`src/rtl/cpu_pipe_pkg.sv`:
```
// Shared pipeline definitions for the 5-stage CPU.
// Holds the destination-field bundle carried through ID/EX, EX/MEM, MEM/WB.
package cpu_pipe_pkg;

    localparam logic [4:0] REG_ZERO = 5'd0;

    typedef struct packed {
        logic [4:0] rd;
        logic       regwr;
        logic       memrd;
    } stage_t;

    localparam stage_t BUBBLE = '{rd: REG_ZERO, regwr: 1'b0, memrd: 1'b0};

    // A write to $0 is meaningless, so it never travels down the pipe.
    function automatic stage_t normalise(stage_t s);
        stage_t r;
        r = s;
        if (s.rd == REG_ZERO) begin
            r.regwr = 1'b0;
            r.memrd = 1'b0;
        end
        return r;
    endfunction

endpackage

```
`src/rtl/dest_pipe_hzd_if.sv`:
```
// ID-side inputs and per-stage destination outputs of dest_pipe_hzd.
// slave is the pipeline block, master is whoever drives ID.
interface dest_pipe_hzd_if #(
    parameter int REG_W = 5,
    parameter int CNT_W = 16
);
    logic [REG_W-1:0] ID_RegRs_i;
    logic [REG_W-1:0] ID_RegRt_i;
    logic [REG_W-1:0] ID_RegRd_i;
    logic             ID_RegWr_i;
    logic             ID_MemRd_i;
    logic             Flush_i;
    logic             Stall_i;
    logic [REG_W-1:0] IDEX_RegRd_o;
    logic             IDEX_RegWr_o;
    logic             IDEX_MemRd_o;
    logic [REG_W-1:0] EXMEM_RegRd_o;
    logic             EXMEM_RegWr_o;
    logic [REG_W-1:0] MEMWB_RegRd_o;
    logic             MEMWB_RegWr_o;
    logic             PCWr_o;
    logic             IFIDWr_o;
    logic             Hazard_o;
    logic [CNT_W-1:0] HazCnt_o;

    modport slave (
        input  ID_RegRs_i, ID_RegRt_i, ID_RegRd_i,
        input  ID_RegWr_i, ID_MemRd_i, Flush_i, Stall_i,
        output IDEX_RegRd_o, IDEX_RegWr_o, IDEX_MemRd_o,
        output EXMEM_RegRd_o, EXMEM_RegWr_o,
        output MEMWB_RegRd_o, MEMWB_RegWr_o,
        output PCWr_o, IFIDWr_o, Hazard_o, HazCnt_o
    );

    modport master (
        output ID_RegRs_i, ID_RegRt_i, ID_RegRd_i,
        output ID_RegWr_i, ID_MemRd_i, Flush_i, Stall_i,
        input  IDEX_RegRd_o, IDEX_RegWr_o, IDEX_MemRd_o,
        input  EXMEM_RegRd_o, EXMEM_RegWr_o,
        input  MEMWB_RegRd_o, MEMWB_RegWr_o,
        input  PCWr_o, IFIDWr_o, Hazard_o, HazCnt_o
    );

endinterface

```
`src/rtl/dest_stage_reg.sv`:
```
// One pipeline stage of destination fields: hold, load, or load a bubble.
// Clears asynchronously to the bubble value.
module dest_stage_reg
    import cpu_pipe_pkg::*;
(
    input  logic   clk_i,
    input  logic   rst_i,
    input  logic   en_i,
    input  logic   bubble_i,
    input  stage_t d_i,
    output stage_t q_o
);

    stage_t q_q;
    stage_t q_d;

    always_comb begin
        q_d = q_q;
        if (en_i) begin
            q_d = bubble_i ? BUBBLE : d_i;
        end
    end

    always_ff @(posedge clk_i or posedge rst_i) begin
        if (rst_i) begin
            q_q <= BUBBLE;
        end else begin
            q_q <= q_d;
        end
    end

    assign q_o = q_q;

endmodule

```
`src/rtl/dest_pipe_hzd.sv`:
```
// Destination tracking through ID/EX, EX/MEM, MEM/WB plus load-use
// interlock: freezes PC and IF/ID, bubbles ID/EX, counts interlock cycles.
module dest_pipe_hzd
    import cpu_pipe_pkg::*;
#(
    parameter int REG_W = 5,
    parameter int CNT_W = 16
) (
    input  logic           clk_i,
    input  logic           rst_i,
    dest_pipe_hzd_if.slave bus
);

    stage_t id_cap;
    stage_t idex_q;
    stage_t exmem_q;
    stage_t memwb_q;
    logic   hazard;
    logic   adv;
    logic   [CNT_W-1:0] cnt_q;
    logic   [CNT_W-1:0] cnt_d;

    always_comb begin
        id_cap.rd    = bus.ID_RegRd_i;
        id_cap.regwr = bus.ID_RegWr_i;
        id_cap.memrd = bus.ID_MemRd_i;
        id_cap       = normalise(id_cap);
    end

    // Independent of Stall_i: the dependency exists whether or not we move.
    assign hazard = idex_q.memrd && (idex_q.rd != REG_ZERO) &&
                    ((idex_q.rd == bus.ID_RegRs_i) ||
                     (idex_q.rd == bus.ID_RegRt_i));
    assign adv    = ~bus.Stall_i;

    dest_stage_reg u_idex (
        .clk_i   (clk_i),
        .rst_i   (rst_i),
        .en_i    (adv),
        .bubble_i(hazard | bus.Flush_i),
        .d_i     (id_cap),
        .q_o     (idex_q)
    );

    dest_stage_reg u_exmem (
        .clk_i   (clk_i),
        .rst_i   (rst_i),
        .en_i    (adv),
        .bubble_i(1'b0),
        .d_i     (idex_q),
        .q_o     (exmem_q)
    );

    dest_stage_reg u_memwb (
        .clk_i   (clk_i),
        .rst_i   (rst_i),
        .en_i    (adv),
        .bubble_i(1'b0),
        .d_i     (exmem_q),
        .q_o     (memwb_q)
    );

    always_comb begin
        cnt_d = cnt_q;
        if (adv && hazard && !(&cnt_q)) begin
            cnt_d = cnt_q + CNT_W'(1);
        end
    end

    always_ff @(posedge clk_i or posedge rst_i) begin
        if (rst_i) begin
            cnt_q <= '0;
        end else begin
            cnt_q <= cnt_d;
        end
    end

    assign bus.IDEX_RegRd_o  = idex_q.rd;
    assign bus.IDEX_RegWr_o  = idex_q.regwr;
    assign bus.IDEX_MemRd_o  = idex_q.memrd;
    assign bus.EXMEM_RegRd_o = exmem_q.rd;
    assign bus.EXMEM_RegWr_o = exmem_q.regwr;
    assign bus.MEMWB_RegRd_o = memwb_q.rd;
    assign bus.MEMWB_RegWr_o = memwb_q.regwr;
    assign bus.Hazard_o      = hazard;
    assign bus.PCWr_o        = adv & ~hazard;
    assign bus.IFIDWr_o      = adv & ~hazard;
    assign bus.HazCnt_o      = cnt_q;

endmodule

```
`src/flat_wrapper.sv`:
```
// flat-port wrapper written by rule: the top's interface ports become plain ports
module dest_pipe_hzd_flat import cpu_pipe_pkg::*;
#(
    parameter int REG_W = 5,
    parameter int CNT_W = 16
)
  (clk_i, rst_i, bus_ID_RegRs_i, bus_ID_RegRt_i, bus_ID_RegRd_i, bus_ID_RegWr_i, bus_ID_MemRd_i, bus_Flush_i, bus_Stall_i, bus_IDEX_RegRd_o, bus_IDEX_RegWr_o, bus_IDEX_MemRd_o, bus_EXMEM_RegRd_o, bus_EXMEM_RegWr_o, bus_MEMWB_RegRd_o, bus_MEMWB_RegWr_o, bus_PCWr_o, bus_IFIDWr_o, bus_Hazard_o, bus_HazCnt_o);
  dest_pipe_hzd_if #(.REG_W(REG_W), .CNT_W(CNT_W)) bus_i ();
  input  logic clk_i;
  input  logic rst_i;
  input wire logic [$bits(bus_i.ID_RegRs_i)-1:0] bus_ID_RegRs_i;
  input wire logic [$bits(bus_i.ID_RegRt_i)-1:0] bus_ID_RegRt_i;
  input wire logic [$bits(bus_i.ID_RegRd_i)-1:0] bus_ID_RegRd_i;
  input wire logic [$bits(bus_i.ID_RegWr_i)-1:0] bus_ID_RegWr_i;
  input wire logic [$bits(bus_i.ID_MemRd_i)-1:0] bus_ID_MemRd_i;
  input wire logic [$bits(bus_i.Flush_i)-1:0] bus_Flush_i;
  input wire logic [$bits(bus_i.Stall_i)-1:0] bus_Stall_i;
  output wire logic [$bits(bus_i.IDEX_RegRd_o)-1:0] bus_IDEX_RegRd_o;
  output wire logic [$bits(bus_i.IDEX_RegWr_o)-1:0] bus_IDEX_RegWr_o;
  output wire logic [$bits(bus_i.IDEX_MemRd_o)-1:0] bus_IDEX_MemRd_o;
  output wire logic [$bits(bus_i.EXMEM_RegRd_o)-1:0] bus_EXMEM_RegRd_o;
  output wire logic [$bits(bus_i.EXMEM_RegWr_o)-1:0] bus_EXMEM_RegWr_o;
  output wire logic [$bits(bus_i.MEMWB_RegRd_o)-1:0] bus_MEMWB_RegRd_o;
  output wire logic [$bits(bus_i.MEMWB_RegWr_o)-1:0] bus_MEMWB_RegWr_o;
  output wire logic [$bits(bus_i.PCWr_o)-1:0] bus_PCWr_o;
  output wire logic [$bits(bus_i.IFIDWr_o)-1:0] bus_IFIDWr_o;
  output wire logic [$bits(bus_i.Hazard_o)-1:0] bus_Hazard_o;
  output wire logic [$bits(bus_i.HazCnt_o)-1:0] bus_HazCnt_o;
  assign bus_i.ID_RegRs_i = bus_ID_RegRs_i;
  assign bus_i.ID_RegRt_i = bus_ID_RegRt_i;
  assign bus_i.ID_RegRd_i = bus_ID_RegRd_i;
  assign bus_i.ID_RegWr_i = bus_ID_RegWr_i;
  assign bus_i.ID_MemRd_i = bus_ID_MemRd_i;
  assign bus_i.Flush_i = bus_Flush_i;
  assign bus_i.Stall_i = bus_Stall_i;
  assign bus_IDEX_RegRd_o = bus_i.IDEX_RegRd_o;
  assign bus_IDEX_RegWr_o = bus_i.IDEX_RegWr_o;
  assign bus_IDEX_MemRd_o = bus_i.IDEX_MemRd_o;
  assign bus_EXMEM_RegRd_o = bus_i.EXMEM_RegRd_o;
  assign bus_EXMEM_RegWr_o = bus_i.EXMEM_RegWr_o;
  assign bus_MEMWB_RegRd_o = bus_i.MEMWB_RegRd_o;
  assign bus_MEMWB_RegWr_o = bus_i.MEMWB_RegWr_o;
  assign bus_PCWr_o = bus_i.PCWr_o;
  assign bus_IFIDWr_o = bus_i.IFIDWr_o;
  assign bus_Hazard_o = bus_i.Hazard_o;
  assign bus_HazCnt_o = bus_i.HazCnt_o;
  dest_pipe_hzd #(.REG_W(REG_W), .CNT_W(CNT_W)) u_core (.clk_i(clk_i), .rst_i(rst_i), .bus(bus_i));
endmodule
```
`config.mk`:
```
export PLATFORM = sky130hd
export DESIGN_NAME = dest_pipe_hzd_flat
export DESIGN_NICKNAME = d
export VERILOG_FILES = /design/src/rtl/cpu_pipe_pkg.sv /design/src/rtl/dest_pipe_hzd_if.sv /design/src/rtl/dest_stage_reg.sv /design/src/rtl/dest_pipe_hzd.sv /design/src/flat_wrapper.sv
export SDC_FILE = /design/constraint.sdc
export NUM_CORES = 1
export LEC_CHECK = 0
export CAP_MARGIN = 20
export CORE_ASPECT_RATIO = 1.25
export CORE_MARGIN = 3
export CORE_UTILIZATION = 40
export DETAILED_ROUTE_END_ITERATION = 12
export PLACE_DENSITY = 0.72
export SYNTH_ARGS = -nofsm -noshare
export SYNTH_HDL_FRONTEND = slang
export SYNTH_SLANG_ARGS = --single-unit
```
`constraint.sdc`:
```
create_clock -name clk_i -period 5.9 [get_ports clk_i]
set_clock_uncertainty 0.15 [all_clocks]
set_input_delay 1.77 -clock clk_i [delete_from_list [all_inputs] [get_ports clk_i]]
set_output_delay 1.77 -clock clk_i [all_outputs]
set_load 0.005 [all_outputs]
```
-- Word-level counts from Yosys, hierarchy flattened
Index checks and enable logic that the tools add are counted.
- $add $sub $neg: 1
- eq/ne operators: 2
- muxes and demuxes: 2
- bitwise operators: 4
- reduce and logical (&&, ||, !) cells: 9
- operator list (cell ; count):
    $add 16x1->16 const B ; 1
    $reduce_and 16->1 ; 1
    $eq 5x5->1 ; 2
    $mux 7 ; 1
    $logic_not 5->1 ; 1
    $reduce_bool 5->1 ; 1
    $logic_and 1x1->1 ; 4
    $mux 2 ; 1
    $not 1->1 ; 2
    $and 1x1->1 ; 1
    $logic_not 1->1 ; 1
    $logic_or 1x1->1 ; 1
    $or 1x1->1 ; 1
- flip-flop bits (word level): 35
- input bits: 21
- output and inout port bits: 38
- logic and storage cells: 26

-- Longest topological paths before layout
Gate-level depths: netlist of the first run.
- depth after elaboration: 5
- depth in mapped cells: 7
- gate-level depth less buffers: 6

-- By module
Synthesis of the first run repeated with hierarchy kept, for this count alone.
- cells, all modules: 143
- area, all modules: 1746.7 µm²
- by module, submodules not included (module ; times used ; cells each ; area an instance (µm²)):
    dest_pipe_hzd ; 1 ; 89 ; 939.7
    dest_stage_reg ; 3 ; 18 ; 269.0

-- Worst setup path before layout of the first run
No wires, ideal clock.
- path kind: input to output
- from: input bus_ID_RegRt_i[4]
- to: output bus_PCWr_o
- arrival time: 2.780 ns
- slack: 1.200 ns
- stages on the path: 7
- cells stage by stage: xnor2_1 -> nand3_1 -> o22ai_4 -> and2_4 -> buf_6 -> nor2_1 -> buf_4
- cells in the longest elaborated chain, start to end: 5
- ends and longest elaborated chain (what ; line ; source):
    start, declared ; flat_wrapper.sv:12 ; input wire logic [$bits(bus_i.ID_RegRt_i)-1:0] bus_ID_RegRt_i;
    $eq 5x5->1 ; dest_pipe_hzd.sv:33 ; (idex_q.rd == bus.ID_RegRt_i));
    $logic_or 1x1->1 ; dest_pipe_hzd.sv:32 ; ((idex_q.rd == bus.ID_RegRs_i) ||
    $logic_and 1x1->1 ; dest_pipe_hzd.sv:31 ; assign hazard = idex_q.memrd && (idex_q.rd != REG_ZERO) &&
    via bus_Hazard_o ; flat_wrapper.sv:27 ; output wire logic [$bits(bus_i.Hazard_o)-1:0] bus_Hazard_o;
    $not 1->1 ; n/a ;
    $and 1x1->1 ; n/a ;
    end, declared ; flat_wrapper.sv:25 ; output wire logic [$bits(bus_i.PCWr_o)-1:0] bus_PCWr_o;
The timed path passes the listed nets, and every way through them passes these cells.

-- Worst setup path in the final report of the first run
- from: input bus_ID_RegRt_i[4]
- to: output bus_PCWr_o
- cells in the longest elaborated chain, start to end: 5
- ends and longest elaborated chain (what ; line ; source):
    $eq 5x5->1 ; dest_pipe_hzd.sv:33 ;
    $logic_or 1x1->1 ; dest_pipe_hzd.sv:32 ;
    $logic_and 1x1->1 ; dest_pipe_hzd.sv:31 ;
    $not 1->1 ; dest_pipe_hzd.sv:86 ; assign bus.PCWr_o = adv & ~hazard;
    $and 1x1->1 ; dest_pipe_hzd.sv:86 ;
No other way between the ends.

==> results of run 1 <==
## worst max path at each step
stage,cells after the start,to,slack [ns]
after floorplan,7,bus_PCWr_o,1.20
after global placement,7,bus_PCWr_o,0.55
after detailed placement,7,bus_PCWr_o,0.47
after CTS,7,bus_PCWr_o,0.47
after global routing,7,bus_PCWr_o,0.38
final,7,bus_PCWr_o,0.50
## worst max-delay path: cells and delay by family
| kind | cells | cell delay [ns] |
|---|---|---|
| compound gates | 1 | 0.20 |
| xor+xnor | 1 | 0.13 |
| buf+inv | 2 | 0.93 |
| simple gates | 3 | 0.45 |
## flip-flops by register name, indices dropped and copies added, names as in the netlist
register             count
u_core.bus.HazCnt_o     16
u_core.u_idex.q_o        7
u_core.u_exmem.q_o       6
u_core.u_memwb.q_o       6
## power by group
part,total [µW],internal [µW],switching [µW]
sequential,279,259,19.9
clock,171,91.5,79.8
combinational,109,70.7,38.4
## cells by family after synthesis
group	Yosys count
simple gates	57
flops	35
xor+xnor	23
compound gates	14
mux	14
buf+inv	11
fa+ha+maj	1
## stage by stage
step	area, µm²	setup slack, ns	std cells	total power [µW]
2_1_floorplan	1728	1.200	155	326.8
6_report	2459	0.4960	274	559.5
5_1_grt	2459	0.3792	274	590.6
4_1_cts	2459	0.4681	274	569.3
3_3_place_gp	2371	0.5468	267	393.4
3_5_place_dp	2371	0.4701	267	394.5
## routing by layer
layer	global-route usage [%]	part of all wire, %	up-vias
met4	4.440	1.1	0
li1	-	-	660
met5	0	0	-
met1	19.18	42	644
met2	27.33	49	53
met3	5.915	7.9	6
## cell type report
cell class              count  area, µm²  share of cell area [%]
inverters                   6      22.52                  0.9160
multi-input cells         109      799.5                   32.52
clock inverters             1      5.005                  0.2036
flip-flops and latches     35      875.8                   35.62
repair buffers             61      603.1                   24.53
well taps                  56      70.07                   2.850
clock buffers               6      82.58                   3.359
## Yosys cell counts, drive strengths merged (3+ instances only)
cell | instances | area (µm²)
and3 | 3 | 23.77
clkbuf | 3 | 11.26
mux2 | 14 | 161.4
nor3 | 5 | 25.02
dfrtp | 35 | 875.8
nand2 | 22 | 85.09
nor2 | 8 | 30.03
inv | 6 | 22.52
o21ai | 7 | 42.54
xor2 | 6 | 52.55
nand4 | 5 | 46.29
xnor2 | 17 | 148.9
nand3 | 9 | 45.04
==> flow_metrics.env, run 1 <==
export IMPL_crit_start="bus_ID_RegRt_i[4]"
export IMPL_synth_seq_cells=35
export IMPL_avgViaCountPerCell=4.974
export IMPL_cts_sinks=35
export IMPL_synthXorXnorAreaFrac_pct=11.66
export IMPL_antenna_found_initial=0
export IMPL_worstHoldPathCells=1
export IMPL_yosysWarnings=0
export IMPL_holdBufCountCts=0
export IMPL_ff2ff_path_depth=5
export IMPL_clock_latency_ns=0.28
export IMPL_cts_tree="yes"
export IMPL_ant_nets=0
export IMPL_leakage_uw=0.001055
export IMPL_grt_usage_pct=16.16
export IMPL_worstMarginPinSlew_ns=0.4860
export IMPL_r2r_end="u_core.bus.HazCnt_o[1]"
export IMPL_drive_above_1_share_pct=16.51
export IMPL_synth_seq_area_share_pct=50.69
export IMPL_diodes=0
export IMPL_syn_nets=177
export IMPL_path_class="in2out"
export IMPL_syn_cell_area_um2=1728
export IMPL_dieHeight_um=79.49
export IMPL_nFillCells=368
export IMPL_grt_pass1_vias=1449
export IMPL_critical_path_slowest_cell="clkdlybuf4s50_1"
export IMPL_max_freq_mhz=185.0
export IMPL_holdWs_ns=0.3315
export IMPL_clkTransAtPathRegs_ns=0.06
export IMPL_worstPathArrival_ns=3.48
export IMPL_numCtsBuffers=5
export IMPL_hold_start="u_core.bus.HazCnt_o[4]"
export IMPL_maxSlewHeadroom_pct=67.48
export IMPL_synth_compound_area_share_pct=7.676
export IMPL_drc=0
export IMPL_chipWidth_um=64.79
export IMPL_post_cts_setup_buffers=0
export IMPL_vias=1363
export IMPL_status="finished, final reports clean"
export IMPL_postSynthCellCount=155
export IMPL_maxCapViolCount=0
export IMPL_end_kind="primary output"
export IMPL_wirelength_mm=3.655
export IMPL_timing_final_crit_share_pct=91.59
export IMPL_cp_cell_sequence="clkdlybuf4s50_1 -> xnor2_1 -> nand3_1 -> o22ai_4 -> and2_4 -> nor2_1 -> clkdlybuf4s50_1"
export IMPL_postCtsResizedCells=0
export IMPL_cp_start_kind="primary input"
export IMPL_synth_flop_cell="dfrtp_1"
export IMPL_finalMaxSlewViolations=0
export IMPL_drt_pass1_iter_count=4
export IMPL_tns_ns=0
export IMPL_dp_final_hpwl_mm=2.741
export IMPL_htree_num_levels=2
export IMPL_io_pin_count=59
export IMPL_syn_to_final_growth_pct=42.29
export IMPL_hold_end="u_core.bus.HazCnt_o[4]"
export IMPL_mostFrequentLayoutCells="clkdlybuf4s50_1, dfrtp_1, nand2_1"
export IMPL_yosys_area_share_simple_pct=16.87
export IMPL_min_path_type="reg2reg"
export IMPL_cp_common_cell="clkdlybuf4s50_1"
export IMPL_wl_per_cell_um=13.34
export IMPL_final_hold_viol_count=0
export IMPL_crit_required_ns=3.98
export IMPL_async_reset_ff_share_pct=100.0
export IMPL_fin_nets=240
export IMPL_synthAdderAreaFrac_pct=0.7241
export IMPL_synth_edf_count=0
export IMPL_utilization_pct=59.51
export IMPL_gp_congestion=0.7810
export IMPL_worstReg2RegStart="u_core.u_idex.q_o[6]"
export IMPL_setup_violations_final=0
export IMPL_overflow=0
export IMPL_rsz0062_at_grt="false"
export IMPL_fin_crit_ns=5.404
export IMPL_synth_top_family_by_area="simple AND/OR/NAND/NOR gates"
export IMPL_vdd_drop_max_v=0.0001596
export IMPL_synthMuxAreaShare_pct=9.341
export IMPL_powerDensity_nw_per_um2=227.6
export IMPL_start_util_pct=41.82
export IMPL_cp_max_fo=7
export IMPL_cts_root_buffer="clkbuf_8"
export IMPL_grt_max_degree=36
export IMPL_row_count=26
export IMPL_dieArea_um2=5149
export IMPL_clock_path_buffers=2
export IMPL_ys_types=32
export IMPL_layout_commonest_cell="clkdlybuf4s50_1"
export IMPL_port_buffers=58
export IMPL_crit_path_max_incr_delay_ns=0.47
export IMPL_first_iter_violations=44
export IMPL_synth_area_per_cell_um2=11.15
export IMPL_grt_pass1_wl_mm=6.472
export IMPL_core_region_area_um2=4131
export IMPL_rrSetupSlack_ns=3.72
Note: power is estimated with default switching activity, not from simulation.
==> run 2: changes to the inputs <==
--- a/config.mk
+++ b/config.mk
@@ -5,8 +5,7 @@
 export SDC_FILE = /design/constraint.sdc
 export NUM_CORES = 1
 export LEC_CHECK = 0
-export CAP_MARGIN = 20
-export CORE_ASPECT_RATIO = 1.25
+export CAP_MARGIN = 5
 export CORE_MARGIN = 3
 export CORE_UTILIZATION = 40
 export DETAILED_ROUTE_END_ITERATION = 12
==> flow_metrics.env, run 2 (synthesized netlist as in run 1, its figures left out) <==
export IMPL_dieArea_um2=5144
export IMPL_nFillCells=351
export IMPL_antenna_found_initial=0
export IMPL_chipWidth_um=71.73
export IMPL_avgViaCountPerCell=5.056
export IMPL_crit_start="bus_ID_RegRt_i[0]"
export IMPL_tns_ns=0
export IMPL_clkTransAtPathRegs_ns=0.06
export IMPL_cts_root_buffer="clkbuf_8"
export IMPL_cp_common_cell="clkdlybuf4s50_1"
export IMPL_ant_nets=0
export IMPL_drc=0
export IMPL_first_iter_violations=92
export IMPL_core_region_area_um2=4086
export IMPL_drive_above_1_share_pct=15.28
export IMPL_powerDensity_nw_per_um2=223.1
export IMPL_fin_nets=239
export IMPL_r2r_end="u_core.bus.HazCnt_o[1]"
export IMPL_port_buffers=58
export IMPL_diodes=0
export IMPL_maxSlewHeadroom_pct=70.18
export IMPL_row_count=23
export IMPL_crit_end="bus_Hazard_o"
export IMPL_grt_max_degree=36
export IMPL_dieHeight_um=71.73
export IMPL_ff2ff_path_depth=5
export IMPL_end_kind="primary output"
export IMPL_layout_commonest_cell="clkdlybuf4s50_1"
export IMPL_leakage_uw=0.001040
export IMPL_dp_final_hpwl_mm=2.968
export IMPL_worstReg2RegStart="u_core.u_idex.q_o[6]"
export IMPL_vias=1345
export IMPL_vdd_drop_max_v=0.0001343
export IMPL_overflow=0
export IMPL_syn_to_final_growth_pct=40.55
export IMPL_seqCellArea_um2=875.8
export IMPL_cp_start_kind="primary input"
export IMPL_worstMarginPinSlew_ns=0.4432
export IMPL_clock_path_buffers=2
export IMPL_rrSetupSlack_ns=3.74
export IMPL_gp_congestion=0.8360
export IMPL_cp_cell_sequence="clkdlybuf4s50_1 -> xnor2_1 -> nand3_1 -> o22ai_4 -> and2_4 -> clkdlybuf4s50_1"
export IMPL_grt_pass1_vias=1397
export IMPL_setup_violations_final=0
export IMPL_holdBufCountCts=0
export IMPL_largest_reg_flops=16
export IMPL_finalMaxSlewViolations=0
export IMPL_critical_path_slowest_cell="clkdlybuf4s50_1"
export IMPL_numCtsBuffers=5
export IMPL_mostFrequentLayoutCells="clkdlybuf4s50_1, dfrtp_1, nand2_1"
export IMPL_cts_tree="yes"
export IMPL_clock_latency_ns=0.28
export IMPL_htree_num_levels=2
export IMPL_worstPathArrival_ns=3.61
export IMPL_cp_max_fo=7
export IMPL_fin_crit_ns=5.535
export IMPL_final_hold_viol_count=0
export IMPL_postCtsResizedCells=0
export IMPL_multi_input_area_um2=799.5
export IMPL_max_freq_mhz=180.7
export IMPL_crit_required_ns=3.98
export IMPL_timing_final_crit_share_pct=93.81
export IMPL_cts_sinks=35
export IMPL_io_pin_count=59
export IMPL_maxCapViolCount=0
export IMPL_crit_path_max_incr_delay_ns=0.54
export IMPL_wirelength_mm=3.917
export IMPL_min_path_type="reg2reg"
export IMPL_start_util_pct=42.28
export IMPL_utilization_pct=59.43
export IMPL_wl_per_cell_um=14.73
export IMPL_post_cts_setup_buffers=0
export IMPL_path_class="in2out"
export IMPL_grt_usage_pct=16.69
export IMPL_grt_pass1_wl_mm=6.748
export IMPL_drt_pass1_iter_count=4
export IMPL_status="finished, final reports clean"
export IMPL_rsz0062_at_grt="false"
-- run 2: through the flow --
stage	setup WS [ns]	hold WS [ns]	instance area [µm²]	std cells	power (µW)
CTS	0.3688	0.3425	2429	266	548.7
global placement	0.4148	0.3332	2356	260	390.6
floorplan	1.200	0.3280	1728	155	326.8
finish	0.3655	0.3457	2429	266	541.7
detailed placement	0.3671	0.3293	2356	260	394.2
global route	0.2855	0.3733	2429	266	570.2
-- run 2: worst max-delay path: cells and delay by family --
| kind | cells | cell delay (ns) |
|---|---|---|
| compound gates | 1 | 0.30 |
| xor+xnor | 1 | 0.12 |
| buf+inv | 2 | 1.03 |
| simple gates | 2 | 0.39 |
-- run 2: how the worst min path moves through the flow --
| stage | start | end | slack [ns] | depth (start not counted) |
|---|---|---|---|---|
| floorplan | u_core.bus.HazCnt_o[4] | u_core.bus.HazCnt_o[4] | 0.33 | 1 |
| global route | u_core.u_memwb.q_o[3] | u_core.u_memwb.q_o[3] | 0.37 | 1 |
| global placement | u_core.bus.HazCnt_o[14] | u_core.bus.HazCnt_o[14] | 0.33 | 1 |
| detailed placement | u_core.bus.HazCnt_o[4] | u_core.bus.HazCnt_o[4] | 0.33 | 1 |
| finish | u_core.bus.HazCnt_o[9] | u_core.bus.HazCnt_o[9] | 0.35 | 1 |
| CTS | u_core.bus.HazCnt_o[4] | u_core.bus.HazCnt_o[4] | 0.34 | 1 |
-- run 2: per-layer routing --
| layer | GRT usage, % | wire length (µm) | vias up |
|---|---|---|---|
| li1 | - | - | 649 |
| met1 | 20.81 | 1672 | 658 |
| met2 | 28.47 | 2054 | 31 |
| met3 | 2.665 | 119 | 7 |
| met4 | 7.307 | 70 | 0 |
| met5 | 0 | 0 | - |
-- run 2: cell type report --
class / count / share of cell area, %
Sequential cell: 35 / 36.06
Timing Repair Buffer: 60 / 24.52
Clock buffer: 6 / 2.988
Tap cell: 50 / 2.576
Inverter: 6 / 0.9274
Multi-Input combinational cell: 109 / 32.92
-- run 2: power by group --
part | switching (µW) | internal, µW | total, µW
Clock | 75.5 | 78.6 | 154
Sequential | 19.6 | 259 | 279
Combinational | 38.7 | 70.2 | 109
Total | 134 | 408 | 542
==> run 3: changes to the inputs <==
--- a/config.mk
+++ b/config.mk
@@ -9,7 +9,7 @@
 export CORE_MARGIN = 3
 export CORE_UTILIZATION = 40
 export DETAILED_ROUTE_END_ITERATION = 12
-export PLACE_DENSITY = 0.72
+export PLACE_DENSITY = 0.75
 export SYNTH_ARGS = -nofsm -noshare
 export SYNTH_HDL_FRONTEND = slang
 export SYNTH_SLANG_ARGS = --single-unit
==> constraint.sdc (replaced) <==
create_clock -name clk_i -period 4.65 [get_ports clk_i]
set_clock_uncertainty 0.15 [all_clocks]
set_input_delay 1.395 -clock clk_i [delete_from_list [all_inputs] [get_ports clk_i]]
set_output_delay 1.395 -clock clk_i [all_outputs]
set_load 0.005 [all_outputs]
==> flow_metrics.env, run 3 (synthesized netlist as in run 1, its figures left out) <==
export IMPL_worstHoldPathCells=1
export IMPL_wl_per_cell_um=13.32
export IMPL_nFillCells=364
export IMPL_dieHeight_um=71.73
export IMPL_avgViaCountPerCell=4.893
export IMPL_finalMaxSlewViolations=0
export IMPL_numCtsBuffers=5
export IMPL_first_iter_violations=50
export IMPL_row_count=23
export IMPL_overflow=0
export IMPL_wirelength_mm=3.596
export IMPL_cp_start_kind="primary input"
export IMPL_crit_path_max_incr_delay_ns=0.49
export IMPL_fin_nets=241
export IMPL_powerDensity_nw_per_um2=286.3
export IMPL_grt_max_degree=32
export IMPL_dp_final_hpwl_mm=2.708
export IMPL_worstMarginPinSlew_ns=0.7533
export IMPL_setup_slack_ns=0.1156
export IMPL_met2RoutedLength_mm=1.604
export IMPL_path_class="in2out"
export IMPL_dpl_cell_count=262
export IMPL_final_area_um2=2452
export IMPL_setup_violations_final=0
export IMPL_wirelength_met1_mm=1.702
export IMPL_drt_pass1_iter_count=4
export IMPL_post_cts_setup_buffers=0
export IMPL_ff2ff_path_depth=7
export IMPL_core_region_area_um2=4086
export IMPL_clock_path_buffers=2
export IMPL_final_cells=270
export IMPL_end_kind="primary output"
export IMPL_holdWs_ns=0.3464
export IMPL_crit_required_ns=3.11
export IMPL_grt_pass1_vias=1324
export IMPL_clkTransAtPathRegs_ns=0.06
export IMPL_dpl_instance_area_um2=2371
export IMPL_critical_path_slowest_cell="clkdlybuf4s50_1"
export IMPL_worstPathArrival_ns=2.99
export IMPL_drc=0
export IMPL_largest_reg_flops=16
export IMPL_mostFrequentLayoutCells="clkdlybuf4s50_1, dfrtp_1, nand2_1"
export IMPL_cts_tree="yes"
export IMPL_status="finished, final reports clean"
export IMPL_top_layer_used="met4"
export IMPL_cp_max_fo=3
export IMPL_drive_above_1_share_pct=16.36
export IMPL_cts_root_buffer="clkbuf_8"
export IMPL_dieArea_um2=5144
export IMPL_syn_to_final_growth_pct=41.93
export IMPL_holdBufCountCts=0
export IMPL_dr_wl_met3_um=210
export IMPL_rsz0062_at_grt="false"
export IMPL_min_path_type="reg2reg"
export IMPL_chipWidth_um=71.73
export IMPL_diodes=0
export IMPL_postCtsResizedCells=0
export IMPL_dp_slack_ns=0.1100
export IMPL_maxSlewHeadroom_pct=49.72
export IMPL_ant_nets=0
export IMPL_grt_pass1_wl_mm=6.210
export IMPL_timing_final_crit_share_pct=97.51
export IMPL_cp_cell_sequence="clkdlybuf4s50_1 -> xnor2_1 -> nand3_1 -> o22ai_4 -> and2_4 -> clkdlybuf4s50_1"
export IMPL_port_buffers=58
export IMPL_layout_commonest_cell="clkdlybuf4s50_1"
export IMPL_cp_common_cell="clkdlybuf4s50_1"
export IMPL_final_hold_viol_count=0
export IMPL_grt_usage_pct=15.64
export IMPL_cts_sinks=35
export IMPL_leakage_uw=0.001056
export IMPL_io_pin_count=59
export IMPL_start_util_pct=42.28
export IMPL_maxCapViolCount=0
export IMPL_gp_congestion=0.7426
export IMPL_vias=1321
export IMPL_vdd_drop_max_v=0.0001437
export IMPL_htree_num_levels=2
export IMPL_max_freq_mhz=220.5
export IMPL_antenna_found_initial=0
export IMPL_fin_crit_ns=4.534
export IMPL_clock_latency_ns=0.29
export IMPL_tns_ns=0
## run 3: critical path, delay by kind of cell
family          cells  cell delay (ns)
compound gates      1             0.20
xor+xnor            1             0.12
buf+inv             2             0.96
simple gates        2             0.31
## run 3: final cells by class
type,instances,area (µm²),area share [%]
flip-flops and latches,35,875.8,35.71
repair buffers,62,610.6,24.90
clock inverters,1,5.005,0.2041
multi-input cells,109,799.5,32.60
clock buffers,7,76.32,3.112
well taps,50,62.56,2.551
inverters,6,22.52,0.9184
## run 3: worst paths after layout
check	from	endpoint	slack, ns
worst max-delay path	bus_ID_RegRt_i[0]	bus_Hazard_o	0.12
worst min-delay path	u_core.bus.HazCnt_o[4]	u_core.bus.HazCnt_o[4]	0.35
worst max register to register	u_core.u_idex.q_o[6]	u_core.bus.HazCnt_o[15]	2.46
worst min register to register	u_core.bus.HazCnt_o[4]	u_core.bus.HazCnt_o[4]	0.35
max in group asynchronous	rst_i	u_core.u_exmem.q_o[4]	2.26
min in group asynchronous	rst_i	u_core.bus.HazCnt_o[15]	1.39
## run 3: report_power, final
part | internal [µW] | switching, µW
clock | 105 | 106
sequential | 329 | 24.4
combinational | 89.9 | 47.7
total | 524 | 178
## run 3: layer usage
metal  vias to the layer above  track usage, %
met4                         0           7.516
met3                         7           3.787
li1                        658               -
met5                         -               0
met1                       615           21.22
met2                        41           23.47
## run 3: stage by stage
step                      total power [µW]  utilization, %
after CTS                            713.6           60.01
after floorplan                      414.6               -
after global routing                 742.5           60.01
after global placement               497.2           58.02
after detailed placement             499.3           58.02
final                                702.1           60.01
